$ cat config.mk
export PLATFORM = sky130hd
export DESIGN_NAME = cfs_md_byte_unpacker
export DESIGN_NICKNAME = d
export VERILOG_FILES = /design/src/rtl/cfs_md_byte_unpacker.sv
export SDC_FILE = /design/constraint.sdc
export NUM_CORES = 1
export LEC_CHECK = 0
export ABC_AREA = 1
export CORE_AREA = 2 2 62 76
export DETAILED_ROUTE_END_ITERATION = 8
export DIE_AREA = 0 0 64 78
export PLACE_DENSITY = 0.81
export SETUP_SLACK_MARGIN = 0.05
export SYNTH_ARGS = -nofsm -noshare
export SYNTH_HDL_FRONTEND = slang
export SYNTH_SLANG_ARGS = --single-unit
export TNS_END_PERCENT = 30
$ cat constraint.sdc
create_clock -name clk -period 2.3 [get_ports clk]
set_clock_uncertainty 0.1 [all_clocks]
set_input_delay 0.69 -clock clk [delete_from_list [all_inputs] [get_ports clk]]
set_output_delay 0.69 -clock clk [all_outputs]
set_load 0.005 [all_outputs]
$ cat src/rtl/cfs_md_byte_unpacker.sv
// Serialises the valid bytes of one MD transfer onto a byte-wide valid/ready stream.
// Optional error counter output enabled by defining CFS_MD_BYTE_UNPACKER_ERR_CNT_EN.
module cfs_md_byte_unpacker #(
  parameter  int ALGN_DATA_WIDTH   = 32,
  localparam int DATA_BYTES        = ALGN_DATA_WIDTH / 8,
  localparam int ALGN_OFFSET_WIDTH = (ALGN_DATA_WIDTH <= 8) ? 1 : $clog2(DATA_BYTES),
  localparam int ALGN_SIZE_WIDTH   = $clog2(DATA_BYTES) + 1
) (
  input  logic                         clk,
  input  logic                         reset,
  input  logic                         md_valid,
  input  logic [ALGN_DATA_WIDTH-1:0]   md_data,
  input  logic [ALGN_OFFSET_WIDTH-1:0] md_offset,
  input  logic [ALGN_SIZE_WIDTH-1:0]   md_size,
  output logic                         md_ready,
  output logic                         md_err,
  output logic                         byte_valid,
  output logic [7:0]                   byte_data,
  output logic                         byte_last,
  input  logic                         byte_ready
`ifdef CFS_MD_BYTE_UNPACKER_ERR_CNT_EN
  ,
  output logic [7:0]                   err_cnt
`endif
);

  typedef enum logic [1:0] {
    ST_IDLE,
    ST_SEND,
    ST_RESP
  } state_t;

  localparam logic [ALGN_SIZE_WIDTH:0]   MAX_SUM = (ALGN_SIZE_WIDTH+1)'(DATA_BYTES);
  localparam logic [ALGN_SIZE_WIDTH-1:0] REM_ONE = ALGN_SIZE_WIDTH'(1);
  localparam logic [ALGN_OFFSET_WIDTH-1:0] PTR_ONE = ALGN_OFFSET_WIDTH'(1);

  state_t                       r_state;
  state_t                       w_state_nxt;
  logic [ALGN_DATA_WIDTH-1:0]   r_data;
  logic [ALGN_OFFSET_WIDTH-1:0] r_ptr;
  logic [ALGN_SIZE_WIDTH-1:0]   r_rem;
  logic                         r_err;
  logic                         w_err_nxt;
  logic                         w_capture;
  logic                         w_advance;
  logic                         w_illegal;
  logic                         w_last;
  logic [ALGN_SIZE_WIDTH:0]     w_sum;

  // One extra bit on the sum so offset+size can never wrap back into range.
  assign w_sum     = (ALGN_SIZE_WIDTH+1)'(md_offset) + (ALGN_SIZE_WIDTH+1)'(md_size);
  assign w_illegal = (md_size == '0) || (w_sum > MAX_SUM);
  assign w_last    = (r_rem == REM_ONE);

  always_comb begin
    w_state_nxt = r_state;
    w_err_nxt   = r_err;
    w_capture   = 1'b0;
    w_advance   = 1'b0;
    case (r_state)
      ST_IDLE: begin
        if (md_valid) begin
          if (w_illegal) begin
            w_state_nxt = ST_RESP;
            w_err_nxt   = 1'b1;
          end else begin
            w_state_nxt = ST_SEND;
            w_err_nxt   = 1'b0;
            w_capture   = 1'b1;
          end
        end
      end
      ST_SEND: begin
        if (byte_ready) begin
          if (w_last) begin
            w_state_nxt = ST_RESP;
            w_err_nxt   = 1'b0;
          end else begin
            w_advance = 1'b1;
          end
        end
      end
      ST_RESP: w_state_nxt = ST_IDLE;
      default: w_state_nxt = ST_IDLE;
    endcase
  end

  always_ff @(posedge clk or posedge reset) begin
    if (reset) begin
      r_state <= ST_IDLE;
      r_ptr   <= '0;
      r_rem   <= '0;
      r_err   <= 1'b0;
    end else begin
      r_state <= w_state_nxt;
      r_err   <= w_err_nxt;
      if (w_capture) begin
        r_ptr <= md_offset;
        r_rem <= md_size;
      end else if (w_advance) begin
        r_ptr <= r_ptr + PTR_ONE;
        r_rem <= r_rem - REM_ONE;
      end
    end
  end

  // Payload register carries no reset; it is only observed while in SEND.
  always_ff @(posedge clk) begin
    if (w_capture) begin
      r_data <= md_data;
    end
  end

  assign md_ready   = (r_state == ST_RESP);
  assign md_err     = (r_state == ST_RESP) && r_err;
  assign byte_valid = (r_state == ST_SEND);
  assign byte_last  = (r_state == ST_SEND) && w_last;
  assign byte_data  = (r_state == ST_SEND) ? r_data[{r_ptr, 3'b000} +: 8] : 8'h00;

`ifdef CFS_MD_BYTE_UNPACKER_ERR_CNT_EN
  logic [7:0] r_err_cnt;

  always_ff @(posedge clk or posedge reset) begin
    if (reset) begin
      r_err_cnt <= 8'h00;
    end else if ((r_state == ST_RESP) && r_err && (r_err_cnt != 8'hFF)) begin
      r_err_cnt <= r_err_cnt + 8'd1;
    end
  end

  assign err_cnt = r_err_cnt;
`endif

endmodule

# ---- Word-level counts from Yosys, hierarchy flattened
# Cells that the tools add are included.
dict set report word_totals {
  wordCells 46
  reg_bits 40
  output_inout_bits 12
  inputBits 41
}
dict set report op_classes {
  mux 21
  n_addsub 3
  n_lt_le_gt_ge 1
  n_eq_ne 6
  n_reduce_logical 9
  n_shift 1
}
# cell n
set op_table {}
lappend op_table {{indexed part select 32 x 6 -> 8 bit} 1}
lappend op_table {{two-way mux 2 bit} 6}
lappend op_table {{two-way mux 1 bit} 10}
lappend op_table {{two-way mux 8 bit} 1}
lappend op_table {{two-way mux 3 bit} 2}
lappend op_table {{adder 2 x 3 -> 4 bit} 1}
lappend op_table {{greater-than comparator 4 x 3 -> 1 bit, second input constant} 1}
lappend op_table {{inequality test 2 x 1 -> 1 bit, second input constant} 2}
lappend op_table {{one-hot mux 2 bit (2 select lines)} 1}
lappend op_table {{AND reduction 4 bit} 1}
lappend op_table {{nonzero test 2 bit} 2}
lappend op_table {{equality test 3 x 1 -> 1 bit, second input constant} 1}
lappend op_table {{logical NOT 3 bit} 1}
lappend op_table {{AND reduction 3 bit} 1}
lappend op_table {{subtractor 3 x 1 -> 3 bit, second input constant} 1}
lappend op_table {{adder 2 x 1 -> 2 bit, second input constant} 1}
lappend op_table {{equality test 2 x 1 -> 1 bit, second input constant} 1}
lappend op_table {{equality test 2 bit, second input constant} 1}
lappend op_table {{logical AND 1 bit} 2}
lappend op_table {{logical NOT 2 bit} 1}
lappend op_table {{inequality test 2 bit, second input constant} 1}
lappend op_table {{one-hot mux 1 bit (2 select lines)} 1}
lappend op_table {{logical OR 1 bit} 1}

# ---- Depth between registers and ports, before layout
dict set report logic_depth {
  ltp_word 7
  depth_mapped 10
}

# ---- Worst setup path before layout
# OpenSTA, ideal clock, no wires.
dict set report synth_path {
  path_kind {input to register}
  start {input port md_offset[0]}
  end {register r_data[0] (enable)}
  setup_slack_ns -0.286
  arrival_ns 2.113
  setup_time_ns 0.373
  required_ns 1.827
  stages 7
  path_cell_list {ha_1 > fa_1 > inv_1 > nand2_1 > nand3_2 > nand4_4 > inv_2}
}
dict set report synth_between {
  elab_chain_cells 6
}
# element line
set synth_rtl {}
lappend synth_rtl {{start: declaration} 13} ;# input logic [ALGN_OFFSET_WIDTH-1:0] md_offset,
lappend synth_rtl {{adder 2 x 3 -> 4 bit} 51} ;# assign w_sum = (ALGN_SIZE_WIDTH+1)'(md_offset) + (ALGN_SIZE_WIDTH+1)'(md_size);
lappend synth_rtl {{greater-than comparator 4 x 3 -> 1 bit} 52} ;# assign w_illegal = (md_size == '0) || (w_sum > MAX_SUM);
lappend synth_rtl {{logical OR 1 bit} 52}
lappend synth_rtl {{two-way mux 1 bit} 63} ;# if (w_illegal) begin
lappend synth_rtl {{two-way mux 1 bit} 62} ;# if (md_valid) begin
lappend synth_rtl {{two-way mux 1 bit} 60} ;# case (r_state)
lappend synth_rtl {{net w_capture} 44} ;# logic w_capture;
lappend synth_rtl {{end signal: assignment} 110} ;# r_data <= md_data;
lappend synth_rtl {{end: declaration} 39} ;# logic [ALGN_DATA_WIDTH-1:0] r_data;
# The timed path passes the listed nets, and every way through them passes these cells.
# A chain may end at the register's enable or synchronous reset.

# ---- Worst setup path in the final report
dict set report layout_path {
  start {register r_ptr[0]}
  end {output port byte_data[2]}
}
dict set report layout_between {
  elab_chain_cells 2
}
# element line
set layout_rtl {}
lappend layout_rtl {{start: declaration} 40} ;# logic [ALGN_OFFSET_WIDTH-1:0] r_ptr;
lappend layout_rtl {{start signal: assignment} 98} ;# r_ptr <= md_offset;
lappend layout_rtl {{start signal: assignment} 101} ;# r_ptr <= r_ptr + PTR_ONE;
lappend layout_rtl {{indexed part select 32 x 6 -> 8 bit} 118} ;# assign byte_data = (r_state == ST_SEND) ? r_data[{r_ptr, 3'b000} +: 8] : 8'h00;
lappend layout_rtl {{two-way mux 8 bit} 118}
lappend layout_rtl {{end: declaration} 18} ;# output logic [7:0] byte_data,
# Every way passes these cells.

==> reports/qor.csv <==
stage,metric,value,unit
yosys,netlist_area,1921,um2
power,powerDensity,966.6,nW/um2
timing,tns,0,ns
grt,grt_pass1_wl,6962,um
grt,met2_usage,0.3250,
layout,final_cell_mix,"37 x clkdlybuf4s50_1, 34 x nor2_1, 32 x edfxtp_1",
timing,fin_crit,2.242,ns
worst_setup_path,slowest_delay,0.46,ns
yosys,syn_inst,192,
layout,nFillCells,327,
layout,final_common_cell,clkdlybuf4s50_1,
worst_hold_path,hold_path.class,flip-flop to flip-flop,
yosys,synth_top_area_cell,edfxtp_1,
timing,timing_max_transition_violations_final,0,
worst_setup_path,worst_path_max_delay_cell,dfrtp_2,
die,core_area,4197,um2
clocking,ctsHtreeMaxLevel,2,
layout,syn_to_final_growth,45.99,%
worst_setup_path,start_kind,flip-flop,
worst_setup_path,critical_path_class,flip-flop to output port,
timing,setup_viol,0,
run,maxCapViolCount,0,
die,start_util,0.4577,
grt,grt_max_degree,18,
timing,slew-limit-headroom,0.7850,
power,peakVddDrop,0.0006244,V
layout,post-route-util,0.6682,
grt,grtUsageMet3,0.04783,
yosys,seq_area_frac_synth,0.6046,
clocking,cts_tree,yes,
grt,top_usage_layer,met2,
yosys,synth.area.top_cells,"edfxtp_1 50%, dfrtp_1 10%, nor2_1 7.2%",
die,dieArea,4992,um2
worst_hold_path,worstHoldStart,r_rem[1],
layout,fin_nets,316,
yosys,yosys.area.top_type_share,0.5003,
timing,hold_viol_final,0,
grt,grtUsageMet1,0.2157,
placement,place_area,2644,um2
clocking,path_clk_slew,0.07,ns
placement,port_buffers,52,
yosys,ys_warn_count,0,
worst_setup_path,arrival,1.45,ns
yosys,syn_area_per_cell,10.00,um2
placement,gp_congestion,0.7886,
timing,fmax,446.0,MHz
clocking,clk_latency,0.28,ns
yosys,yosys_register_bits,40,
timing,worst_pin_slew,0.3221,ns
routing,drc,0,
timing,grt_setup_unrepaired,yes,
grt,track_usage,0.1836,
routing,drt_iter0_drc,60,
die,die_y,78,um
grt,antenna_found_initial,0,
routing,drt_wl_total,4074,um
layout,drive_gt1_frac,0.2362,
routing,routed-via-count,1562,
clocking,cts_root_buf,clkbuf_8,
clocking,cts_buffers,5,
routing,viasPerCell,4.777,
worst_setup_path,r2r-start,r_state[1],
routing,ant_nets,0,
die,io_pins,53,
clocking,ctsHoldBuffers,0,
clocking,cts_buffer_depth,2,
layout,diodes,0,
worst_setup_path,crit_top_cell,nor2_1,
status,outcome,finished clean,
worst_setup_path,crit_chain,"buf_6, nor2_1, nor2_1, o21ai_1, a21oi_2, clkdlybuf4s15_2",
worst_setup_path,crit_path_max_fanout,6,
worst_setup_path,end_kind,output port,
routing,firstDrtPassIters,4,
timing,hold_slack,0.4107,ns
worst_setup_path,crit_required,1.51,ns
layout,fin_area,2804,um2
yosys,synth_nets,238,
worst_setup_path,cp-startpoint,r_ptr[0],
routing,wl_per_cell,12.46,um
grt,grt_pass1_vias,1561,
die,die_w,64,um
grt,overflow,0,
timing,timing.final.crit_share,0.9747,
die,rows,26,
placement,dp_hpwl,3054,um
clocking,clock_sinks,40,
power,p_leak,1.226,nW
yosys,ys_types,24,
[Yosys cell counts (all sizes together)]
| cell type | number |
|---|---|
| fa | 1 |
| clkinv | 2 |
| nor3 | 1 |
| o21ai | 20 |
| nor2 | 40 |
| xor2 | 1 |
| buf | 4 |
| a21oi | 8 |
| nand4 | 5 |
| dfrtp | 8 |
| ha | 4 |
| edfxtp | 32 |
| or2 | 1 |
| nand2 | 33 |
| nand3 | 9 |
| inv | 23 |
[worst paths after layout]
kind / to / slack (ns) / cells past startpoint
max in group asynchronous: r_ptr[0] / 1.28 / 2
worst max-delay path: byte_data[2] / 0.06 / 6
worst min-delay path: r_rem[1] / 0.41 / 2
worst min register to register: r_rem[1] / 0.41 / 2
min in group asynchronous: r_state[1] / 0.56 / 2
worst max register to register: r_data[9] / 0.69 / 7
[through the flow]
stage / total power (W) / worst slack, ns / cells
6_report: 0.002710 / 0.05809 / 327
5_1_grt: 0.002930 / -0.02982 / 327
4_1_cts: 0.002693 / 0.02032 / 326
3_5_place_dp: 0.002166 / -0.4486 / 314
3_3_place_gp: 0.002138 / -0.4076 / 314
2_1_floorplan: 0.001657 / 0.02611 / 192
[per-layer routing]
metal | up-vias | part of all wire
met5 | - | 0
met4 | 0 | 0.018
met3 | 8 | 0.056
met2 | 60 | 0.54
met1 | 702 | 0.38
li1 | 792 | -
[critical path, delay by kind of cell (launching register included)]
kind	cells	cell delay [ns]
compound gates	2	0.20
flops	1	0.46
buf+inv	2	0.36
simple gates	2	0.14
[layout make-up]
type	count	area [um2]	area share
clock buffer	5	68.82	0.02454
clock inverter	3	21.27	0.007586
inverter	25	115.1	0.04105
multi-input combinational	123	676.9	0.2414
sequential	40	1162	0.4145
tap	56	70.07	0.02499
timing repair buffer	73	671.9	0.2396
timing repair inverter	2	17.52	0.006247
[timing repair]
item,4_1_cts,5_1_grt
gates resized for setup,57,14
pin swaps,9,5
setup endpoints to repair,50,21
cloned,2,0
buffers inserted,2,1
[logic make-up (layout without fill, tap and decap cells)]
family,count (synthesis),after routing,share of synthesized area
AO/OA/AOI/OAI,28,28,0.07297
XOR/XNOR,1,1,0.004561
adder cells (fa/ha/maj),5,5,0.03648
buffers and inverters,29,108,0.06059
flip-flops,40,40,0.6046
AND/OR/NAND/NOR,89,89,0.2208
[sequential cells by signal (all words and copies together), names as in the netlist]
name     count
r_err        1
r_data      32
r_state      2
r_ptr        2
r_rem        3
[power breakdown]
group / switching [W] / internal (W) / total, W
logic: 0.000656 / 0.000581 / 0.00124
clock network: 0.000240 / 0.000215 / 0.000455
registers: 0.0000835 / 0.000934 / 0.00102
(Power assumes the default switching activity.)
==> patch, RTL diff (config.mk and constraints unchanged) <==
`ALGN_DATA_WIDTH`: 32 -> 16.
--- a/src/rtl/cfs_md_byte_unpacker.sv
+++ b/src/rtl/cfs_md_byte_unpacker.sv
@@ -1,7 +1,7 @@
 // Serialises the valid bytes of one MD transfer onto a byte-wide valid/ready stream.
 // Optional error counter output enabled by defining CFS_MD_BYTE_UNPACKER_ERR_CNT_EN.
 module cfs_md_byte_unpacker #(
-  parameter  int ALGN_DATA_WIDTH   = 32,
+  parameter  int ALGN_DATA_WIDTH   = 16,
   localparam int DATA_BYTES        = ALGN_DATA_WIDTH / 8,
   localparam int ALGN_OFFSET_WIDTH = (ALGN_DATA_WIDTH <= 8) ? 1 : $clog2(DATA_BYTES),
   localparam int ALGN_SIZE_WIDTH   = $clog2(DATA_BYTES) + 1
Interface: changed (resized md_data, md_offset and md_size); port bits go from 53 to 35. No check against the original RTL was run, so the function may have changed too.
==> patch against the unedited design <==
  * Combinational power fell by 35%
  * Setup slack improved by 0.034 ns
  * Power fell by 35%
  * Critical endpoint is now byte_data[7]
  * Synthesized cell count fell by 41%
  * Largest power group unchanged
  * Cell count fell by 34%
  * Sequential cell count fell by 18
  * Via count fell by 43%
  * Cell area fell by 38%
  * Sequential share of layout area fell by 5.3 points
  * Routed wire length fell by 43%
  * Synthesized area fell by 40%
==> patch: results (changes against the unedited design) <==
| Metric | Value |
|---|---|
| Status | `completed (unchanged)` |
| Root Driver | `clkbuf_8 (unchanged)` |
| Critical-path top delay cell | `dfrtp_1 (was dfrtp_2)` |
| Worst-path maximum fanout | `10 (was 6)` |
| Met2 Use GR | `19.4% (was 32.5%)` |
| Dpl hpwl | `1730 um (was 3050 um)` |
| Layout cells sized above 1 | `34.2% (was 23.6%)` |
| H-Tree Level Count | `1 (was 2)` |
| Post-synthesis adder-cell area fraction | `4.31% (was 3.65%)` |
| Largest net degree at the start of global routing | `17 (was 18)` |
| First drt pass iteration count | `2 (was 4)` |
| Vias/cell | `4.09 (was 4.78)` |
| Met1 Use GR | `10.9% (was 21.6%)` |
| R2R setup slack | `0.76 ns (was 0.69 ns)` |
| Worst Setup EP | `byte_data[7] (was byte_data[2])` |
| DRT iter0 DRCs | `5 (was 60)` |
| Distinct cells, synth | `23 (was 24)` |
| Biggest registers after layout | `r_data: 16 flops, r_rem: 2 flops, r_state: 2 flops (was r_data: 32 flops, r_rem: 3 flops)` |
| Placed insts | `208 (was 314)` |
| FFs w/ async S/R, synth | `27.3% (was 20.0%)` |
| GPL Wtd Cong | `0.723 (was 0.789)` |
| CTS Buf Count | `3 (was 5)` |
| Worst slew pin tran | `0.244 ns (was 0.322 ns)` |
| P_leak | `0.784 nW (was 1.23 nW)` |
| Cells after Synth | `113 (was 192)` |
| WP data arrival | `1.42 ns (was 1.45 ns)` |
| PortBufs | `34 (was 52)` |
| Number of global-route vias before repair | `926 (was 1561)` |
| Post-synthesis xor/xnor area fraction | `0% (was 0.456%)` |
| Max VDD drop | `0.470 mV (was 0.624 mV)` |
| Compound-Gate Fraction of Synth Area | `7.87% (was 7.30%)` |
| Nets | `189 (was 316)` |
| Synth cell count leaders | `nand2_1 (33), edfxtp_1 (16), inv_1 (12), a21oi_2 (9), dfrtp_1 (6) (was nor2_1 (37), edfxtp_1 (32), nand2_1 (32), inv_1 (18), o21ai_0 (18))` |
| Post-synthesis sequential area ratio | `54.3% (was 60.5%)` |
| Crit path launch | `r_state[0] (was r_ptr[0])` |
| Met3 usage | `1.30% (was 4.78%)` |
| Largest cells by area after synthesis | `edfxtp_1 (41%), dfrtp_1 (13%), nand2_1 (11%), a21oi_2 (6.8%), ha_1 (4.3%) (was edfxtp_1 (50%), dfrtp_1 (10%), nor2_1 (7.2%), nand2_1 (6.3%), o21ai_0 (4.7%))` |
| Overall global routing resource usage | `10.5% (was 18.4%)` |
| Syn nets | `140 (was 238)` |
## patch: changes by cell type after synthesis, sizes merged, moves of 2 or more
cell	unedited run	this run
nand3b	0	2
nand3	9	5
buf	4	2
nor2	40	8
o21ai	20	1
inv	23	18
edfxtp	32	16
nand2	33	36
dfrtp	8	6
nand4	5	3
## patch: stage by stage
step | hold slack, ns | worst slack [ns] | power, mW | area, um^2
floorplan | 0.342 | 0.0805 | 1.07 | 1160
global placement | 0.362 | -0.183 | 1.32 | 1610
detailed placement | 0.363 | -0.239 | 1.35 | 1610
CTS | 0.383 | -0.0290 | 1.70 | 1690
global route | 0.458 | -0.00961 | 1.91 | 1750
finish | 0.381 | 0.0923 | 1.75 | 1750
## patch: kinds of logic (layout without fill, tap and decap cells)
family                   count (synthesis)  after routing
AO/OA/AOI/OAI                           11             11
adder cells (fa/ha/maj)                  4              4
buffers and inverters                   21             69
flip-flops                              22             22
AND/OR/NAND/NOR                         55             55
## patch: metal layers
metal  vias to the layer above  part of all wire, %
met5                         -                    0
met4                         0                  3.1
met3                         5                  2.1
met2                        20                   59
met1                       402                   36
li1                        461                    -
## patch: critical path, delay by kind of cell, from the launching register on
kind | cells | cell delay [ns]
buffers and inverters | 4 | 0.51
DFF | 1 | 0.38
and+or+nand+nor | 1 | 0.15
AOI/OAI and AO/OA | 1 | 0.11
## patch: final cells by class
| type | count | area (um^2) |
|---|---|---|
| sequential | 22 | 632 |
| clock buffer | 3 | 41.3 |
| timing repair buffer | 46 | 442 |
| tap | 56 | 70.1 |
| clock inverter | 1 | 30.0 |
| fill | 395 | 2450 |
| multi-input combinational | 70 | 447 |
| inverter | 19 | 83.8 |
## patch: how the worst min path moves through the flow
stage          start     to  cells after the start
2_1_floorplan  r_err  r_err                      2
3_3_place_gp   r_err  r_err                      2
3_5_place_dp   r_err  r_err                      2
4_1_cts        r_err  r_err                      2
5_1_grt        r_err  r_err                      2
6_report       r_err  r_err                      2
## patch: where the power goes
part	switching [mW]	internal (mW)	leakage, nW
sequential	0.0732	0.513	0.217
combinational	0.426	0.384	0.532
clock	0.122	0.233	0.0357
## patch: timing repair
| item | in CTS | in global routing |
|---|---|---|
| gates resized for setup | 14 | 26 |
| setup buffers | 0 | 4 |
| gates cloned | 0 | 1 |
| setup endpoints to repair | 27 | 18 |
| pin swaps | 0 | 3 |
